[src/rtl/instr_fetch.sv]
// Instruction fetch sequencer: walks the instruction register from a start pointer,
// issues valid entries over a valid/ready handshake and counts skipped ones.
package instr_fetch_pkg;
    localparam int MEMORY_SIZE = 32;

    typedef logic [4:0] pointer4_t;

    typedef enum logic [2:0] {
        ZERO,
        ADD,
        SUB,
        AND_OP,
        OR_OP,
        LOAD,
        STORE,
        BRANCH
    } opcode_t;

    typedef struct packed {
        opcode_t     opc;
        logic [4:0]  rd;
        logic [4:0]  rs1;
        logic [4:0]  rs2;
        logic [13:0] imm;
    } instruction_t;
endpackage

module instr_fetch
    import instr_fetch_pkg::*;
#(
    parameter int DEPTH = MEMORY_SIZE,
    parameter int PTR_W = 5,
    parameter int CNT_W = 6
) (
    input  logic               clk_i,
    input  logic               reset_n_i,
    input  logic               start_i,
    input  logic [PTR_W-1:0]   start_ptr_i,
    input  logic [CNT_W-1:0]   count_i,
    input  logic               abort_i,
    output logic [PTR_W-1:0]   read_pointer_o,
    input  instruction_t       instruction_word_i,
    input  logic               valid_i,
    output instruction_t       out_instr_o,
    output logic               out_valid_o,
    input  logic               out_ready_i,
    output logic               busy_o,
    output logic               done_o,
    output logic [CNT_W-1:0]   issued_cnt_o,
    output logic [CNT_W-1:0]   skip_cnt_o
);

    typedef enum logic [1:0] {
        IDLE,
        RUN,
        DRAIN
    } state_t;

    state_t             state_q, state_d;
    logic [PTR_W-1:0]   readPtr_q, readPtr_d;
    logic [CNT_W-1:0]   remaining_q, remaining_d;
    instruction_t       outInstr_q, outInstr_d;
    logic               outValid_q, outValid_d;
    logic               done_q, done_d;
    logic [CNT_W-1:0]   issued_q, issued_d;
    logic [CNT_W-1:0]   skip_q, skip_d;
    logic               canLoad;
    logic [CNT_W-1:0]   countClip;
    logic [PTR_W-1:0]   ptrNext;

    function automatic logic [CNT_W-1:0] satInc(input logic [CNT_W-1:0] v);
        return (&v) ? v : v + 1'b1;
    endfunction

    assign canLoad   = !outValid_q || out_ready_i;
    assign countClip = (count_i > CNT_W'(DEPTH)) ? CNT_W'(DEPTH) : count_i;
    assign ptrNext   = (readPtr_q == PTR_W'(DEPTH - 1)) ? '0 : readPtr_q + 1'b1;

    always_ff @(posedge clk_i or negedge reset_n_i) begin
        if (!reset_n_i) begin
            state_q     <= IDLE;
            readPtr_q   <= '0;
            remaining_q <= '0;
            outInstr_q  <= '{opc: ZERO, default: '0};
            outValid_q  <= 1'b0;
            done_q      <= 1'b0;
            issued_q    <= '0;
            skip_q      <= '0;
        end else begin
            state_q     <= state_d;
            readPtr_q   <= readPtr_d;
            remaining_q <= remaining_d;
            outInstr_q  <= outInstr_d;
            outValid_q  <= outValid_d;
            done_q      <= done_d;
            issued_q    <= issued_d;
            skip_q      <= skip_d;
        end
    end

    // Abort wins over everything; a stalled handshake freezes the whole walk.
    always_comb begin
        state_d     = state_q;
        readPtr_d   = readPtr_q;
        remaining_d = remaining_q;
        outInstr_d  = outInstr_q;
        outValid_d  = outValid_q;
        done_d      = 1'b0;
        issued_d    = issued_q;
        skip_d      = skip_q;

        if (abort_i) begin
            state_d    = IDLE;
            outValid_d = 1'b0;
        end else begin
            case (state_q)
                IDLE: begin
                    if (start_i) begin
                        readPtr_d   = start_ptr_i;
                        remaining_d = countClip;
                        issued_d    = '0;
                        skip_d      = '0;
                        state_d     = (countClip == '0) ? DRAIN : RUN;
                    end
                end
                RUN: begin
                    if (canLoad) begin
                        if (valid_i) begin
                            outInstr_d = instruction_word_i;
                            outValid_d = 1'b1;
                            issued_d   = satInc(issued_q);
                        end else begin
                            outValid_d = 1'b0;
                            skip_d     = satInc(skip_q);
                        end
                        readPtr_d   = ptrNext;
                        remaining_d = remaining_q - 1'b1;
                        if (remaining_q <= CNT_W'(1)) begin
                            state_d = DRAIN;
                        end
                    end
                end
                DRAIN: begin
                    if (canLoad) begin
                        outValid_d = 1'b0;
                        done_d     = 1'b1;
                        state_d    = IDLE;
                    end
                end
                default: begin
                    state_d    = IDLE;
                    outValid_d = 1'b0;
                end
            endcase
        end
    end

    assign read_pointer_o = readPtr_q;
    assign out_instr_o    = outInstr_q;
    assign out_valid_o    = outValid_q;
    assign busy_o         = (state_q != IDLE);
    assign done_o         = done_q;
    assign issued_cnt_o   = issued_q;
    assign skip_cnt_o     = skip_q;

endmodule

[config.mk]
export PLATFORM = sky130hd
export DESIGN_NAME = instr_fetch
export DESIGN_NICKNAME = d
export VERILOG_FILES = /design/src/rtl/instr_fetch.sv
export SDC_FILE = /design/constraint.sdc
export NUM_CORES = 1
export LEC_CHECK = 0
export BUFFER_PORTS_ARGS = -buffer_cell sky130_fd_sc_hd__buf_2
export CAP_MARGIN = 20
export CORE_ASPECT_RATIO = 1.1
export CORE_MARGIN = 5
export CORE_UTILIZATION = 30
export CTS_BUF_LIST = sky130_fd_sc_hd__clkbuf_8
export CTS_CLUSTER_DIAMETER = 30
export DETAILED_ROUTE_END_ITERATION = 7
export HOLD_SLACK_MARGIN = 0.15
export PLACE_DENSITY_LB_ADDON = 0.2
export SYNTH_ARGS = -nofsm -noshare
export SYNTH_HDL_FRONTEND = slang
export SYNTH_SLANG_ARGS = --single-unit
[constraint.sdc]
create_clock -name clk_i -period 2.2 [get_ports clk_i]
set_clock_uncertainty 0.2 [all_clocks]
set_input_delay 0.22 -clock clk_i [delete_from_list [all_inputs] [get_ports clk_i]]
set_output_delay 0.22 -clock clk_i [all_outputs]
set_load 0.01 [all_outputs]
# Word level (Yosys, flattened, before mapping)

Cells that the tools add are included.

Register bits after elaboration: 59
Bits of input ports: 49
Output and inout port bits: 52
Word-level logic and storage cells: 79

Add/sub/neg operators: 4
Order comparisons: 2
Equal/unequal tests: 14
Mux-type cells: 32
Bitwise logic cells: 1
Reduce and logical (&&, ||, !) cells: 14

Operators by type and width:

| kind                                                | number |
|---|---|
| two-way mux 6 bit                                   | 10 |
| one-hot mux 6 bit (2 select lines)                  | 3 |
| AND reduction 6 bit                                 | 4 |
| two-way mux 5 bit                                   | 3 |
| inequality test 2 bit, second input constant        | 7 |
| adder 6 x 1 -> 6 bit, second input constant         | 2 |
| two-way mux 2 bit                                   | 6 |
| inequality test 3 bit, second input constant        | 4 |
| AND reduction 4 bit                                 | 3 |
| one-hot mux 5 bit (2 select lines)                  | 1 |
| two-way mux 1 bit                                   | 7 |
| > comparator 6 bit, second input constant           | 1 |
| <= comparator 6 x 1 -> 1 bit, second input constant | 1 |
| zero test 6 bit                                     | 1 |
| one-hot mux 2 bit (3 select lines)                  | 1 |
| subtractor 6 x 1 -> 6 bit, second input constant    | 1 |
| adder 5 x 1 -> 5 bit, second input constant         | 1 |
| equality test 5 bit, second input constant          | 1 |
| nonzero test 2 bit                                  | 2 |
| one-hot mux 1 bit (3 select lines)                  | 1 |
| AND reduction 3 bit                                 | 1 |
| equality test 2 x 1 -> 1 bit, second input constant | 1 |
| equality test 2 bit, second input constant          | 1 |
| zero test 2 bit                                     | 1 |
| other kinds (3)                                     | 3 |

# Depth between registers and ports, before layout

Gate-level depths: netlist of the first run.

Depth in word-level cells: 7
Depth in mapped cells: 7
Mapped depth without buffers: 6

# Worst setup path before layout of the first run

OpenSTA, ideal clock, no wires.

Path kind: reg2reg
From: register issued_q[0] (netlist: issued_cnt_o[0])
To: register issued_q[3] (netlist: issued_cnt_o[3])
Setup time: 77 ps
Data arrival time: 1548 ps
Required time: 1923 ps
Path slack: 375 ps
Stages on the path, launching flop included: 6
Buffers on the path: 0
Clock period less this slack: 1825 ps
Cells stage by stage: dfrtp_1 ha_1 nand3_1 o21ai_1 or4_1 a21oi_1

Longest elaborated chain between the ends: 5
Elaborated cells on any way between the ends: 8
Classes of those cells: add/sub (1); eq/ne (1); mux (4); reduce/logical (2)

RTL lines:

| element                            | RTL line | source |
|---|---|---|
| start, declared                    | 65       | `logic [CNT_W-1:0] issued_q, issued_d;` |
| start signal, assigned             | 96       | `issued_q <= issued_d;` |
| adder 6 x 1 -> 6 bit               | 72       | `return (&v) ? v : v + 1'b1;` |
| two-way mux 6 bit                  | 72       |  |
| two-way mux 6 bit                  | 128      | `if (valid_i) begin` |
| two-way mux 6 bit                  | 127      | `if (canLoad) begin` |
| one-hot mux 6 bit (2 select lines) | 116      | `case (state_q)` |

Parallel ways exist; a longest one is shown, timed or not. The select of a mux whose other input is x is not followed.
A chain may end at the register's enable or synchronous reset.

# Worst setup path in the final report of the first run

From: input port abort_i
To: register issued_q[3] (netlist: issued_cnt_o[3])

Longest elaborated chain between the ends: 2

RTL lines:

| element                       | RTL line | source |
|---|---|---|
| start, declared               | 40       | `input logic abort_i,` |
| NOT 1 bit (no line)           | --       |  |
| AND reduction 6 bit (no line) | --       |  |

Every way passes these cells.

==> results of run 1 <==
[metrics by stage]
stage,util (%),power [W],hold WS (ns)
2_1_floorplan,-,0.00228,-0.276
4_1_cts,44.9,0.00386,0.235
3_3_place_gp,37.6,0.00277,0.0587
6_report,44.9,0.00381,0.251
5_1_grt,44.9,0.00408,0.282
3_5_place_dp,37.6,0.00280,0.0576
[metal layers]
| metal | vias up | track usage (%) | routed length (um) |
|---|---|---|---|
| met4 | 0 | 3.94 | 61 |
| met1 | 1169 | 16.5 | 3340 |
| li1 | 1241 | - | - |
| met5 | - | 0 | 0 |
| met3 | 8 | 3.13 | 577 |
| met2 | 83 | 20.9 | 3240 |
[layout make-up]
class / count / area share, %
Clock buffer: 10 / 3.30
Clock inverter: 6 / 1.35
Inverter: 8 / 0.719
Multi-Input combinational cell: 172 / 29.9
Sequential cell: 59 / 35.4
Tap cell: 117 / 3.51
Timing Repair Buffer: 158 / 25.9
[logic make-up (layout without fill, tap and decap cells)]
family | count (synthesis) | in the layout | synth area share, %
compound gates | 55 | 55 | 11.5
simple gates | 76 | 76 | 15.8
flops | 59 | 59 | 52.1
fa+ha+maj | 6 | 6 | 2.65
mux | 35 | 35 | 13.8
buf+inv | 21 | 182 | 4.11
[cells in the final DEF, fill, tap and decap left out, types with 2 or more instances in the layout]
cell type      synthesis  final
nor2b_1                3      3
buf_4                  3      8
or3_1                  4      4
and4_1                 2      2
nand2b_1               3      3
ha_1                   6      6
a21oi_1               16     16
dfrtp_1               59     59
nand4_1                3      3
o31ai_1                5      5
o21ai_0               21     21
or2_2                  2      2
clkinv_2               0      3
buf_2                  3    100
nor4_1                 3      3
nand2_1               11     11
nor3_1                 7      7
mux2i_1                2      2
nor3b_1                2      2
dlygate4sd3_1          0     48
and3_1                 3      3
buf_12                 0      2
mux2_2                31     31
nand3_1                7      7
o22a_1                 2      2
a32oi_1                2      2
nor2_1                12     12
mux2_1                 2      2
nor4b_1                2      2
clkbuf_8               0     10
inv_1                  8      9
or4_1                  4      4
[power by group]
| part | internal (W) | leakage [nW] | switching (W) |
|---|---|---|---|
| logic | 0.000625 | 1.13 | 0.000588 |
| registers | 0.00142 | 0.741 | 0.000202 |
| clock network | 0.000544 | 0.103 | 0.000431 |
[critical path: stages]
cell,delay (ns)
dlygate4sd3_1,0.54
buf_2,0.18
nor2_4,0.13
nand3_2,0.26
or4_1,0.59
a21oi_1,0.16
[registers in the layout, indices dropped and copies added (netlist names)]
register,flops
skip_cnt_o,6
done_o,1
out_valid_o,1
out_instr_o,32
remaining_q,6
state_q,2
read_pointer_o,5
issued_cnt_o,6
[worst max path at each step]
stage,start,to,slack [ns],depth (start not counted)
floorplan,issued_cnt_o[0]$_DFFE_PN0P_,issued_cnt_o[3]$_DFFE_PN0P_,0.37,5
global placement,state_q[1]$_DFFE_PN0P_,skip_cnt_o[5]$_DFFE_PN0P_,0.25,5
detailed placement,state_q[1]$_DFFE_PN0P_,issued_cnt_o[3]$_DFFE_PN0P_,0.21,4
CTS,abort_i,issued_cnt_o[3]$_DFFE_PN0P_,0.18,6
global route,state_q[1]$_DFFE_PN0P_,skip_cnt_o[1]$_DFFE_PN0P_,0.02,6
finish,abort_i,issued_cnt_o[3]$_DFFE_PN0P_,0.17,6
[what timing repair did]
action,4_1_cts,5_1_grt
hold endpoints to repair,106,0
resized for setup,0,0
hold buffers,48,0
setup buffers,0,0
==> results.sh, run 1 <==
export IMPL_status="finished clean"
export IMPL_ios=101
export IMPL_r2r_cells=4
export IMPL_htree_levels=3
export IMPL_coreArea_mm2=0.00931
export IMPL_yosysTopAreaCell="dfrtp_1"
export IMPL_cts_root_buffer="clkbuf_8"
export IMPL_ys_flop_type="dfrtp_1"
export IMPL_critPathRequiredTime_ns=2.26
export IMPL_maxCapViolCount=0
export IMPL_port_buffers=100
export IMPL_stdcell_count=530
export IMPL_period_minus_slack_ns=2.03
export IMPL_synth_cells=252
export IMPL_dieArea_mm2=0.0115
export IMPL_final_hold_violation_count=0
export IMPL_nFillCells=874
export IMPL_synth_top_cell_area_share_pct=52.1
export IMPL_regArea_mm2=0.00148
export IMPL_ys_ff_latch=59
export IMPL_clkSlewWorstSetupHoldPaths_ns=0.07
export IMPL_nets=463
export IMPL_syn_area_mm2=0.00283
export IMPL_grt_overflow=0
export IMPL_vias=2501
export IMPL_hpwlAfterDp_um=4940
export IMPL_post_route_cells_drive_above_1_share_pct=39.7
export IMPL_place_ws_ns=0.212
export IMPL_synth_avg_cell_area_um2=11.2
export IMPL_ys_seq_area_share_pct=52.1
export IMPL_ant_nets=0
export IMPL_hold_path_class="primary input to async pin"
export IMPL_multi_input_area_mm2=0.00125
export IMPL_ir_drop_mv=0.315
export IMPL_rsz0062_at_grt="false"
export IMPL_slew_headroom_pct=63.0
export IMPL_die_w_um=103
export IMPL_arrival_ns=2.09
export IMPL_post_route_cell_area_mm2=0.00418
export IMPL_power_density_mw_per_mm2=912
export IMPL_antenna_found_initial=0
export IMPL_tritoncts="built"
export IMPL_critPathCaptureType="flop"
export IMPL_dieHeight_um=112
export IMPL_yosysWarnings=0
export IMPL_rr_endpoint="issued_cnt_o[3]$_DFFE_PN0P_"
export IMPL_insertion_delay_ns=0.33
export IMPL_routabilityCongestion=0.733
export IMPL_drt_pre_antenna_iters=4
export IMPL_synth_cell_type_count=47
export IMPL_grt_pass1_wl_um=11800
export IMPL_synthTopCellsByCount="dfrtp_1, mux2_2, o21ai_0"
export IMPL_fin_setup_tns_ns=0
export IMPL_fin_ws_ns=0.165
export IMPL_grt_usage_pct=12.8
export IMPL_drc=0
export IMPL_fin_crit_sh_pct=92.5
export IMPL_wl_um=7220
export IMPL_finalMaxSlewViolations=0
export IMPL_start_kind="primary input"
export IMPL_setup_viol=0
export IMPL_yosys_cell_count_top_type="dfrtp_1"
export IMPL_clockBufferDepth=2
export IMPL_syn2layout_area_growth_pct=47.3
export IMPL_start_util_pct=30.5
export IMPL_ys_top_cells_by_area="dfrtp_1, mux2_2, o21ai_0, a21oi_1, ha_1"
export IMPL_worst_pin_slew_ns=0.551
export IMPL_drt_iter0_drc=79
export IMPL_synth_edff_count=0
export IMPL_path_class="primary input to flop"
export IMPL_vias_per_cell=4.72
export IMPL_cp_max_fo=16
export IMPL_rows=37
export IMPL_max_freq_mhz=491
export IMPL_syn_num_nets=307
export IMPL_dp_cells=466
export IMPL_route_detailed_wl_per_inst_um=13.6
export IMPL_placed_area_mm2=0.00350
export IMPL_antenna_cells=0
export IMPL_ys_async_sr_fraction_pct=100
export IMPL_ff2ff_setup_slack_ns=0.18
export IMPL_clock_sinks=59
export IMPL_numCtsBuffers=9
export IMPL_leakage_nw=1.98
export IMPL_grt_max_degree=60
export IMPL_timing_rr_start="state_q[1]$_DFFE_PN0P_"
export IMPL_grt_pass1_vias=2517
Power figures use the tool's default switching activity.
==> run 2: changes to the inputs <==
Settings changed: PLACE_DENSITY_LB_ADDON 0.2 to unset.
==> results.sh, run 2 (synthesized netlist as in run 1, its figures left out) <==
export IMPL_wl_met2_um=3580
export IMPL_cts_root_buffer="clkbuf_8"
export IMPL_htree_levels=3
export IMPL_grt_usage_pct=13.4
export IMPL_crit_slowest_cell="dlygate4sd3_1"
export IMPL_fin_crit_sh_pct=93.4
export IMPL_syn2layout_area_growth_pct=46.7
export IMPL_start_kind="primary input"
export IMPL_cp_max_fo=22
export IMPL_vias_per_cell=4.85
export IMPL_tritoncts="built"
export IMPL_route_detailed_wl_per_inst_um=14.4
export IMPL_clkSlewWorstSetupHoldPaths_ns=0.07
export IMPL_wl_met3_um=627
export IMPL_fin_ws_ns=0.146
export IMPL_seqPwrFrac_pct=43.5
export IMPL_clockBufferDepth=2
export IMPL_status="finished clean"
export IMPL_final_cell_mix="buf_2, dfrtp_1, dlygate4sd3_1, mux2_2, o21ai_0"
export IMPL_slew_headroom_pct=57.7
export IMPL_grt_max_degree=37
export IMPL_insertion_delay_ns=0.32
export IMPL_setup_viol=0
export IMPL_rows=37
export IMPL_path_class="primary input to flop"
export IMPL_routabilityCongestion=0.782
export IMPL_start_util_pct=30.5
export IMPL_critPathCaptureType="flop"
export IMPL_place_ws_ns=0.264
export IMPL_ff2ff_setup_slack_ns=0.27
export IMPL_maxCapViolCount=0
export IMPL_grt_overflow=0
export IMPL_ir_drop_mv=0.330
export IMPL_coreArea_mm2=0.00931
export IMPL_final_common_cell="buf_2"
export IMPL_hold_path_class="primary input to flop"
export IMPL_regArea_mm2=0.00148
export IMPL_pwr_share_comb_pct=33.4
export IMPL_clock_sinks=59
export IMPL_multi_input_area_mm2=0.00125
export IMPL_fin_setup_tns_ns=0
export IMPL_crit_chain="dlygate4sd3_1 -> buf_2 -> or2_2 -> nand3_2 -> buf_4 -> mux2_2"
export IMPL_antenna_cells=0
export IMPL_dieArea_mm2=0.0115
export IMPL_p_int_w=0.00250
export IMPL_dieHeight_um=112
export IMPL_worst_pin_slew_ns=0.635
export IMPL_placed_area_mm2=0.00350
export IMPL_total_power_w=0.00371
export IMPL_period_minus_slack_ns=2.05
export IMPL_grt_pass1_vias=2606
export IMPL_max_stage_delay_ns=0.55
export IMPL_p_sw_share_pct=32.6
export IMPL_antenna_found_initial=0
export IMPL_wl_um=7640
export IMPL_critPathRequiredTime_ns=2.21
export IMPL_final_hold_violation_count=0
export IMPL_highest_layer="met4"
export IMPL_numCtsBuffers=9
export IMPL_grt_pass1_wl_um=12300
export IMPL_power_density_mw_per_mm2=893
export IMPL_post_route_cells_drive_above_1_share_pct=39.6
export IMPL_vias=2564
export IMPL_drt_met1_wl_um=3350
export IMPL_critPathBufInv=3
export IMPL_nets=464
export IMPL_drc=0
export IMPL_drt_pre_antenna_iters=4
export IMPL_hpwlAfterDp_um=4970
export IMPL_nFillCells=874
export IMPL_port_buffers=100
export IMPL_p_clk_share_pct=23.0
export IMPL_post_route_cell_area_mm2=0.00416
export IMPL_cpLargestDelayFamily="buffers and inverters"
export IMPL_drt_iter0_drc=78
export IMPL_ios=101
export IMPL_die_w_um=103
export IMPL_max_freq_mhz=487
export IMPL_rsz0062_at_grt="false"
export IMPL_power_switching_w=0.00121
export IMPL_arrival_ns=2.06
export IMPL_finalMaxSlewViolations=0
export IMPL_largest_register_ffs=32
export IMPL_leakage_nw=1.97
export IMPL_ant_nets=0
[run 2: cell types whose count changed in the layout (fill, tap and decap cells not counted), sizes merged]
cell and change:
bufinv -1, clkbuf +1, clkinvlp -1, dlygate4sd3 +1, inv -1
[run 2: cell type report]
class                      count  share of cell area (%)
clock inverter                 3                   0.361
tap                          117                    3.52
timing repair buffer         159                    26.2
multi-input combinational    172                    30.0
clock buffer                  11                    3.64
inverter                       8                   0.722
sequential                    59                    35.5
[run 2: what timing repair did]
item                       CTS  global route
hold buffers                49             0
setup buffers                0             0
gates resized for setup      0             0
setup endpoints to repair    0             0
hold endpoints to repair    70             0
[run 2: path summary, 6_finish.rpt]
| check | cells after the start | endpoint | start |
|---|---|---|---|
| worst min register to register | 1 | out_instr_o[10]$_DFFE_PN0P_ | out_instr_o[10]$_DFFE_PN0P_ |
| min in group asynchronous | 2 | out_instr_o[0]$_DFFE_PN0P_ | reset_n_i |
| worst min-delay path | 3 | done_o$_DFF_PN0_ | out_ready_i |
| max in group asynchronous | 3 | out_instr_o[27]$_DFFE_PN0P_ | reset_n_i |
| worst max register to register | 4 | remaining_q[1]$_DFFE_PN0P_ | state_q[0]$_DFFE_PN0P_ |
| worst max-delay path | 6 | remaining_q[1]$_DFFE_PN0P_ | start_i |
[run 2: power by group through the flow]
stage	registers [W]	logic (W)	clock network [W]
2_1_floorplan	0.00177	0.000517	0
3_3_place_gp	0.00161	0.00116	0
3_5_place_dp	0.00163	0.00118	0
4_1_cts	0.00161	0.00125	0.000901
5_1_grt	0.00165	0.00138	0.000949
6_report	0.00162	0.00124	0.000855
[run 2: worst register-to-register path, cell delays in order, from the launching register on]
cell and delay, ns:
dfrtp_1 0.42, or2_2 0.36, nand3_2 0.21, buf_4 0.27, mux2_2 0.36
[run 2: stage by stage]
stage	std cells	util [%]	hold WS (ns)
6_report	529	44.7	0.254
3_3_place_gp	466	37.6	0.0733
4_1_cts	529	44.7	0.229
5_1_grt	529	44.7	0.295
3_5_place_dp	466	37.6	0.0756
2_1_floorplan	252	-	-0.276
[run 2: per-layer routing]
layer  vias to the layer above  GRT usage, %
met2                       105          22.5
met1                      1218          16.8
met4                         0          4.37
met3                         9          3.01
li1                       1232             -
met5                         -             0
==> run 3: changes to the inputs <==
Settings changed: ABC_AREA set to 1.
==> results.sh, run 3 <==
export IMPL_syn_num_nets=433
export IMPL_maxCapViolCount=0
export IMPL_vias_per_cell=4.31
export IMPL_final_cell_mix="nand2_1, buf_2, dfrtp_1, inv_1, dlygate4sd3_1"
export IMPL_clkSlewWorstSetupHoldPaths_ns=0.07
export IMPL_final_common_cell="nand2_1"
export IMPL_drt_iter0_drc=123
export IMPL_clockBufferDepth=2
export IMPL_tritoncts="built"
export IMPL_vias=2936
export IMPL_ys_seq_area_share_pct=47.3
export IMPL_synth_avg_cell_area_um2=8.26
export IMPL_path_class="flop to flop"
export IMPL_worst_pin_slew_ns=0.556
export IMPL_antenna_found_initial=0
export IMPL_timing_rr_start="remaining_q[0]$_DFFE_PN0P_"
export IMPL_nets=589
export IMPL_rsz0062_at_grt="false"
export IMPL_syn2layout_area_growth_pct=43.0
export IMPL_arrival_ns=2.10
export IMPL_yosys_cell_count_top_type="nand2_1"
export IMPL_seqPwrFrac_pct=38.8
export IMPL_p_sw_share_pct=39.5
export IMPL_grt_pass1_wl_um=13100
export IMPL_min_from="valid_i"
export IMPL_final_hold_violation_count=0
export IMPL_critPathCaptureType="flop"
export IMPL_slew_headroom_pct=62.9
export IMPL_yosysWarnings=0
export IMPL_ir_drop_mv=0.410
export IMPL_wl_um=8000
export IMPL_synth_cell_type_count=32
export IMPL_hold_depth=5
export IMPL_antenna_cells=0
export IMPL_synthTopCellsByCount="nand2_1, dfrtp_1, inv_1"
export IMPL_synth_edff_count=0
export IMPL_total_power_w=0.00461
export IMPL_ys_async_sr_fraction_pct=100
export IMPL_start_util_pct=30.3
export IMPL_port_buffers=100
export IMPL_post_route_cells_drive_above_1_share_pct=29.7
export IMPL_ys_ff_latch=59
export IMPL_clock_sinks=59
export IMPL_syn_area_mm2=0.00312
export IMPL_cts_setup_buffers=0
export IMPL_max_freq_mhz=491
export IMPL_power_density_mw_per_mm2=1030
export IMPL_hpwlAfterDp_um=5520
export IMPL_ys_top_cells_by_area="dfrtp_1, nand2_1, inv_1, o21ai_2, o21ai_0"
export IMPL_numCtsBuffers=9
export IMPL_postLayoutCoreUtil_pct=43.3
export IMPL_hold_path_class="primary input to flop"
export IMPL_status="finished clean"
export IMPL_dieHeight_um=117
export IMPL_setup_viol=0
export IMPL_grt_pass1_vias=2921
export IMPL_period_minus_slack_ns=2.04
export IMPL_route_detailed_wl_per_inst_um=11.8
export IMPL_pwr_share_comb_pct=41.5
export IMPL_finalMaxSlewViolations=0
export IMPL_fin_crit_sh_pct=92.5
export IMPL_ys_flop_type="dfrtp_1"
export IMPL_ant_nets=0
export IMPL_grt_overflow=0
export IMPL_routabilityCongestion=0.850
export IMPL_cp_max_fo=6
export IMPL_dieArea_mm2=0.0125
export IMPL_drt_pre_antenna_iters=4
export IMPL_rows=39
export IMPL_largest_register_ffs=32
export IMPL_leakage_nw=2.40
export IMPL_fin_setup_tns_ns=0
export IMPL_htree_levels=3
export IMPL_cts_root_buffer="clkbuf_8"
export IMPL_r2r_cells=9
export IMPL_synth_cells=378
export IMPL_p_clk_share_pct=19.6
export IMPL_p_int_w=0.00279
export IMPL_coreArea_mm2=0.0103
export IMPL_power_switching_w=0.00182
export IMPL_synth_top_cell_area_share_pct=47.3
export IMPL_die_w_um=107
export IMPL_yosysTopAreaCell="dfrtp_1"
export IMPL_critPathRequiredTime_ns=2.27
export IMPL_grt_max_degree=66
export IMPL_grt_usage_pct=13.1
export IMPL_startpoint="remaining_q[0]$_DFFE_PN0P_"
export IMPL_insertion_delay_ns=0.33
export IMPL_start_kind="flop"
export IMPL_drc=0
export IMPL_ios=101
## run 3: cell count changes in the layout (fill, tap and decap cells not counted), moves of 13 or more
cell,previous run,this run
inv_1,8,55
mux2_2,31,0
nand3_1,7,20
o21ai_2,1,23
nand2_1,11,108
nor2_1,12,27
## run 3: what timing repair did
item	4_1_cts	5_1_grt
hold endpoints to repair	106	0
hold buffers	52	0
gates resized for setup	0	4
setup endpoints to repair	0	1
## run 3: worst max-delay path, stage by stage, from the launching register on
cell           delay (ns)
dfrtp_1              0.40
inv_2                0.12
ha_1                 0.21
inv_1                0.07
nand2_1              0.07
nand3_1              0.10
nand2_1              0.10
nand4_1              0.10
nand2_1              0.07
dlygate4sd3_1        0.54
## run 3: kinds of logic (layout without fill, tap and decap cells)
| logic type | count (synthesis) | after routing | synth area share [%] |
|---|---|---|---|
| AND/OR/NAND/NOR | 174 | 174 | 24.1 |
| buffers and inverters | 70 | 230 | 10.8 |
| XOR/XNOR | 7 | 7 | 1.96 |
| adder cells (fa/ha/maj) | 6 | 6 | 2.41 |
| AO/OA/AOI/OAI | 62 | 62 | 13.5 |
| flip-flops | 59 | 59 | 47.3 |
## run 3: power groups by stage
stage	combinational (W)	clock, W	sequential (W)
after detailed placement	0.00185	0	0.00179
final	0.00191	0.000906	0.00179
after global placement	0.00180	0	0.00178
after floorplan	0.00105	0	0.00193
after global routing	0.00216	0.000987	0.00185
after CTS	0.00193	0.000955	0.00178
## run 3: metrics by stage
stage	cell area (um^2)	instances	hold slack, ns	worst slack [ns]
2_1_floorplan	3120	378	-0.276	0.444
3_3_place_gp	3750	614	0.0445	0.455
3_5_place_dp	3750	614	0.0462	0.408
4_1_cts	4450	681	0.165	0.0526
5_1_grt	4460	681	0.203	0.0501
6_report	4460	681	0.190	0.165
## run 3: final timing paths
check	to	slack, ns
worst max-delay path	state_q[1]$_DFFE_PN0P_	0.16
worst min-delay path	issued_cnt_o[4]$_DFFE_PN0P_	0.19
worst max register to register	state_q[1]$_DFFE_PN0P_	0.16
worst min register to register	out_instr_o[9]$_DFFE_PN0P_	0.28
max in group asynchronous	out_instr_o[7]$_DFFE_PN0P_	1.02
min in group asynchronous	remaining_q[3]$_DFFE_PN0P_	0.22
## run 3: metal layers
| metal | vias up | share of wire [%] | GRT usage [%] |
|---|---|---|---|
| met5 | - | 0 | 0 |
| met4 | 0 | 2.8 | 7.33 |
| met3 | 19 | 5.0 | 2.74 |
| met2 | 69 | 49 | 22.3 |
| met1 | 1344 | 43 | 15.3 |
| li1 | 1504 | - | - |
## run 3: cell type report
| class | count | area (um^2) |
|---|---|---|
| Multi-Input combinational cell | 249 | 1320 |
| Fill cell | 1047 | 5830 |
| Tap cell | 143 | 179 |
| Sequential cell | 59 | 1480 |
| Clock buffer | 12 | 165 |
| Inverter | 57 | 214 |
| Clock inverter | 3 | 13.8 |
| Timing Repair Buffer | 158 | 1090 |
